`src/rtl/byte_mem_reader.sv`:
```
// byte_mem_reader
//
// Read-side controller for a flattened byte storage array. On a start request
// it streams rd_len bytes beginning at rd_addr over a valid/ready handshake,
// wrapping the address modulo DEPTH. Each byte is sampled from mem_bus in a
// LOAD cycle, then presented until accepted, so there is one bubble per byte.
//
// Ports:
//   clk        in   single clock, rising edge
//   reset      in   synchronous, active-high reset
//   mem_bus    in   DEPTH*8 flattened storage, byte i at [8*i+7:8*i]
//   rd_start   in   burst request, sampled only while idle
//   rd_addr    in   first byte index of the burst
//   rd_len     in   number of bytes to emit (0 gives a bare rd_done)
//   rd_busy    out  high whenever a burst is in progress (not idle)
//   out_data   out  current byte, frozen while out_valid is high
//   out_valid  out  out_data is valid
//   out_ready  in   consumer accepts out_data
//   rd_done    out  one-cycle pulse after the final transfer
//
// All outputs come straight from flops.

module byte_mem_reader #(
    parameter int unsigned DEPTH  = 8,
    parameter int unsigned ADDR_W = 3,
    parameter int unsigned LEN_W  = 4
) (
    input  logic                 clk,
    input  logic                 reset,
    input  logic [DEPTH*8-1:0]   mem_bus,
    input  logic                 rd_start,
    input  logic [ADDR_W-1:0]    rd_addr,
    input  logic [LEN_W-1:0]     rd_len,
    output logic                 rd_busy,
    output logic [7:0]           out_data,
    output logic                 out_valid,
    input  logic                 out_ready,
    output logic                 rd_done
);

    typedef enum logic [1:0] {
        StIdle    = 2'd0,
        StLoad    = 2'd1,
        StPresent = 2'd2,
        StDone    = 2'd3
    } state_e;

    state_e              state_q, state_d;
    logic [ADDR_W-1:0]   ptr_q, ptr_d;
    logic [LEN_W-1:0]    remaining_q, remaining_d;
    logic [7:0]          out_data_q, out_data_d;
    logic                out_valid_q, out_valid_d;
    logic                rd_done_q, rd_done_d;
    logic                rd_busy_q, rd_busy_d;

    logic [7:0]          cur_byte;
    logic [LEN_W-1:0]    len_one;

    // Byte currently addressed by the read pointer.
    assign cur_byte = mem_bus[ptr_q*8 +: 8];
    assign len_one  = LEN_W'(1);

    // Next-state and output logic.
    always_comb begin
        state_d     = state_q;
        ptr_d       = ptr_q;
        remaining_d = remaining_q;
        out_data_d  = out_data_q;
        out_valid_d = out_valid_q;

        unique case (state_q)
            StIdle: begin
                if (rd_start) begin
                    if (rd_len != '0) begin
                        ptr_d       = rd_addr;
                        remaining_d = rd_len;
                        state_d     = StLoad;
                    end else begin
                        state_d = StDone;
                    end
                end
            end

            StLoad: begin
                // Sample the cell now; later mem_bus changes do not reach out_data.
                out_data_d  = cur_byte;
                out_valid_d = 1'b1;
                state_d     = StPresent;
            end

            StPresent: begin
                if (out_ready) begin
                    out_valid_d = 1'b0;
                    remaining_d = remaining_q - len_one;
                    // Pointer width equals log2(DEPTH), so overflow is the wrap.
                    ptr_d       = ptr_q + 1'b1;
                    state_d     = (remaining_q == len_one) ? StDone : StLoad;
                end
            end

            StDone: begin
                state_d = StIdle;
            end

            default: begin
                state_d = StIdle;
            end
        endcase

        // Registered status flags are derived from the state being entered.
        rd_done_d = (state_d == StDone);
        rd_busy_d = (state_d != StIdle);
    end

    always_ff @(posedge clk) begin
        if (reset) begin
            state_q     <= StIdle;
            ptr_q       <= '0;
            remaining_q <= '0;
            out_data_q  <= '0;
            out_valid_q <= 1'b0;
            rd_done_q   <= 1'b0;
            rd_busy_q   <= 1'b0;
        end else begin
            state_q     <= state_d;
            ptr_q       <= ptr_d;
            remaining_q <= remaining_d;
            out_data_q  <= out_data_d;
            out_valid_q <= out_valid_d;
            rd_done_q   <= rd_done_d;
            rd_busy_q   <= rd_busy_d;
        end
    end

    assign out_data  = out_data_q;
    assign out_valid = out_valid_q;
    assign rd_done   = rd_done_q;
    assign rd_busy   = rd_busy_q;

endmodule

```
`config.mk`:
```
export PLATFORM = sky130hd
export DESIGN_NAME = byte_mem_reader
export DESIGN_NICKNAME = d
export VERILOG_FILES = /design/src/rtl/byte_mem_reader.sv
export SDC_FILE = /design/constraint.sdc
export NUM_CORES = 1
export LEC_CHECK = 0
export ABC_AREA = 1
export BUFFER_PORTS_ARGS = -buffer_cell sky130_fd_sc_hd__buf_2
export CORE_MARGIN = 2
export CORE_UTILIZATION = 30
export CTS_CLUSTER_DIAMETER = 100
export DETAILED_ROUTE_END_ITERATION = 8
export GPL_TIMING_DRIVEN = 0
export PLACE_DENSITY = 0.65
export SLEW_MARGIN = 0
export SYNTH_ARGS = -nofsm -noshare
export SYNTH_HDL_FRONTEND = slang
export SYNTH_SLANG_ARGS = --single-unit
```
`constraint.sdc`:
```
create_clock -name clk -period 1.27 [get_ports clk]
set_input_delay 0.254 -clock clk [delete_from_list [all_inputs] [get_ports clk]]
set_output_delay 0.254 -clock clk [all_outputs]
set_load 0.1 [all_outputs]
```
# After elaboration in Yosys (flattened, before gate mapping)
# Index checks and enable logic that the tools add are counted.
# word_totals
register_bits	20
in_bits	75
wordCells	40
# op_classes
n_shift	1
muxes	15
addsub	2
eq_ne	8
n_reduce_logical	7
# ops
operator	n
64-bit by 7-bit indexed part select with 8-bit output	1
4-bit 2-to-1 mux	3
3-bit 2-to-1 mux	3
2-bit 2-to-1 mux	4
2-bit case mux with 4 select lines	1
4-bit case mux with 2 select lines	1
2-bit == test, second input constant	3
2-bit inequality test, second input constant	3
3-bit case mux with 2 select lines	1
2-bit nonzero test	3
4-bit by 1-bit == test with 1-bit output, second input constant	1
4-bit AND reduction	1
4-bit nonzero test	1
4-bit by 1-bit subtractor with 4-bit output, second input constant	1
3-bit by 1-bit adder with 3-bit output, second input constant	1
2-bit by 1-bit == test with 1-bit output, second input constant	1
2-bit zero test	1
1-bit case mux with 2 select lines	1
2-bit AND reduction	1
1-bit 2-to-1 mux	1

# Depth between registers and ports, before layout
# logic_depth
ltp_word	5
ltp_mapped	9
ltp_nobuf	8

# Least setup slack after synthesis
# OpenSTA, ideal clock, no wires.
# synth_timing
path_type	reg2reg
startpoint	register, netlist name out_data[0]
endpoint	register out_data_q[0], in the netlist out_data[0]
required_time_ps	1199
t_arrival_ps	1245
path_stages_with_launch	3
setup_slack_ps	-46
path_buffers	0
setup_time_ps	71
synth_period_minus_slack_ps	1316
cell_sequence	dfxtp_1 > o21ai_0 > a21oi_1
# synth_rtl
item	line	source
end signal: assignment	128	out_data_q <= out_data_d;
end: declaration	51	logic [7:0] out_data_q, out_data_d;

# Final worst setup path
# layout_timing
startpoint	register out_data_q[5], in the netlist out_data[5]
endpoint	output port out_data[5]
# layout_rtl
item	line	source
end: declaration	35	output logic [7:0] out_data,
# No word-level cell between the ends.

==> impl_results.md <==
- Fmax: 0.802 GHz
- Outcome: complete, no violations
- VDD IR max: 0.460 mV
- Buffers on Ports: 85
- Drt pass-1 iters: 4
- Worst path max stage delay: 420 ps
- Cell row count: 26
- Post-route DRC violation count: 0
- Hold_sp: reset
- Syn avg cell area: 5.49 sq um
- Vert. Die Dim: 77.7 um
- Overflow left after global routing: 0
- Placer Congestion: 0.801
- First-pass GRT wire length: 7850 um
- Sequential share of the synthesized area: 24.6%
- CTS root buffer: clkbuf_8
- Critical path capture point type: primary output
- Hold Violations, Final: 0
- Mapped Area: 1630 sq um
- Minimum clock period: 1250 ps
- Tot GR Track Use: 15.6%
- Crit share post-route: 98.2%
- Die area: 6040 sq um
- Multi-input logic area: 985 sq um
- Hold Path Stages: 2
- Net Count, Synth: 375
- Storage cell area: 414 sq um
- H-tree depth: 1
- Placed cell areas: 2150 sq um
- Clk buf depth: 2
- CP Max Fanout: 2
- HP Class: input pin to flip-flop
- WL final: 4980 um
- Worst setup SP type: flip-flop
- Routed WL per cell: 10.9 um
- Reg2Reg Capture Point: remaining_q[2]$_SDFFE_PP0P_
- CP cell instances: buf_2
- Clk sinks: 20
- Routed Antenna Nets: 0
- Fin area: 2310 sq um
- Clk_skew: 4.41 ps
- Post-CTS Setup Inserts: 0
- RSZ-0062 raised after global routing: yes
- Die X-Extent: 77.7 um
- Slowest CP cell: buf_2
- Worst Max-Slew Pin Slew: 490 ps
- Worst EP arrival: 990 ps
- CP Buf/Inv Count: 1
- Netlist cell types: 20
- Worst hold margin: 258 ps
- Leakage: 0.00137 uW
- Initial Utilization: 31.5%
- Number of antenna repair diodes: 0
- Ratio of cells with drive above 1 in the final layout: 33.2%
- Gate Count Post-Synth: 297
- Required time worst endpoint: 1020 ps
- Critical path's top delay family: buffers and inverters
- Area growth from synthesis to layout: 41.7%
- Hpwl dp: 3940 um
- Power Density: 999 nW/um^2
- Maximum number of pins on one net before global-route repair: 11
- CTS tree: built
- Nets: 466
- Vias in the first global route: 1909
- Most frequent cells in the layout: 128 x nand2_1, 79 x buf_2, 40 x inv_1
- Max_slew headroom: 67.5%
- Filler cell count in the final layout: 570
- Via count: 2056
- Hold Path Sink: ptr_q[2]$_SDFFE_PP0P_
- Ys Warns: 0
- Total CTS buffers: 3
- Slew Viols, Final: 0
- Cells on worst reg2reg path: 7
- Setup-failing EPs final: 0
- R2r setup slk: 50 ps
- Clock Latency Late Sink: 250 ps
- Maxcap violations: 0
- Post-synthesis sequential element count: 20
- Clk pin slew, worst setup/hold paths: 70 ps
- Initial DRC count: 93
- I/O pin cnt: 86
- Initial antenna violation count: 0
- FF-to-FF Start: remaining_q[0]$_SDFFE_PP0P_
- Drt via density: 4.51
- Most common cell after layout, fill and taps aside: nand2_1
- Setup TNS: 0 ps
- WS Path Type: flip-flop to primary output
- CP Launch Point: out_data[5]$_SDFFE_PP0P_
- Core Footprint: 5170 sq um
- Power, Total: 2310 uW
[sequential cells by signal, summed over array words and instances (netlist names)]
signal / cells
rd_done: 1
state_q: 2
rd_busy: 1
out_data: 8
ptr_q: 3
remaining_q: 4
out_valid: 1
[synthesized netlist by cell type, drive strengths merged]
cell | number | area [sq um]
or2 | 2 | 12.5
nand4 | 2 | 12.5
a21oi | 16 | 80.1
clkbuf | 1 | 3.75
dfxtp | 20 | 400
ha | 3 | 37.5
buf | 13 | 97.6
nand3b | 1 | 7.51
nand2 | 130 | 493
nor2 | 9 | 38.8
nand3 | 39 | 195
o21ai | 16 | 80.1
inv | 45 | 171
[routing by layer]
layer | up-vias | wire length, um | global-route usage (%)
met5 | - | 0 | 0
met3 | 6 | 230 | 2.33
met1 | 898 | 2250 | 19.5
met4 | 0 | 55 | 2.68
li1 | 1095 | - | -
met2 | 57 | 2450 | 28.4
[power by group]
group | switching, uW | internal [uW] | leakage, uW | total [uW]
clock | 193 | 211 | 0.0000216 | 404
sequential | 38.4 | 699 | 0.000169 | 737
combinational | 750 | 417 | 0.00118 | 1170
total | 982 | 1330 | 0.00137 | 2310
[layout make-up]
class / count / share of cell area (%)
well taps: 70 / 3.79
inverters: 45 / 7.85
plain buffers: 14 / 5.74
clock buffers: 3 / 1.79
repair buffers: 86 / 20.3
flip-flops and latches: 20 / 17.9
multi-input cells: 218 / 42.6
[logic make-up (layout without fill, tap and decap cells)]
kind of cell               after synthesis  after routing  share of synthesized area, %
and+or+nand+nor                        183            183                          46.6
AOI/OAI and AO/OA                       32             32                          9.82
adders and majority gates                3              3                          2.30
DFF                                     20             20                          24.6
buffers and inverters                   59            148                          16.7
[through the flow]
step | utilization [%] | setup slack [ps] | cells
6_report | 44.7 | 22.9 | 456
5_1_grt | 44.7 | -11.0 | 456
4_1_cts | 42.5 | 1.48 | 455
3_5_place_dp | 41.6 | 15.7 | 452
3_3_place_gp | 41.6 | 28.4 | 452
2_1_floorplan | - | 32.5 | 297
[worst max-delay path by stage]
stage	cells after the start	slack (ps)	to
after floorplan	2	30	out_valid$_SDFFE_PP0P_
after global placement	7	30	out_data[4]$_SDFFE_PP0P_
after detailed placement	7	20	out_data[5]$_SDFFE_PP0P_
after CTS	1	1	out_valid
after global routing	8	-10	out_data[3]$_SDFFE_PP0P_
final	1	20	out_data[5]
[what timing repair did]
action	CTS	global route
pin swaps	0	3
endpoints found under the setup margin	2	20
hold buffers	0	0
cloned	0	1
gates resized for setup	1	35
Note: power is estimated with default switching activity, not from simulation.
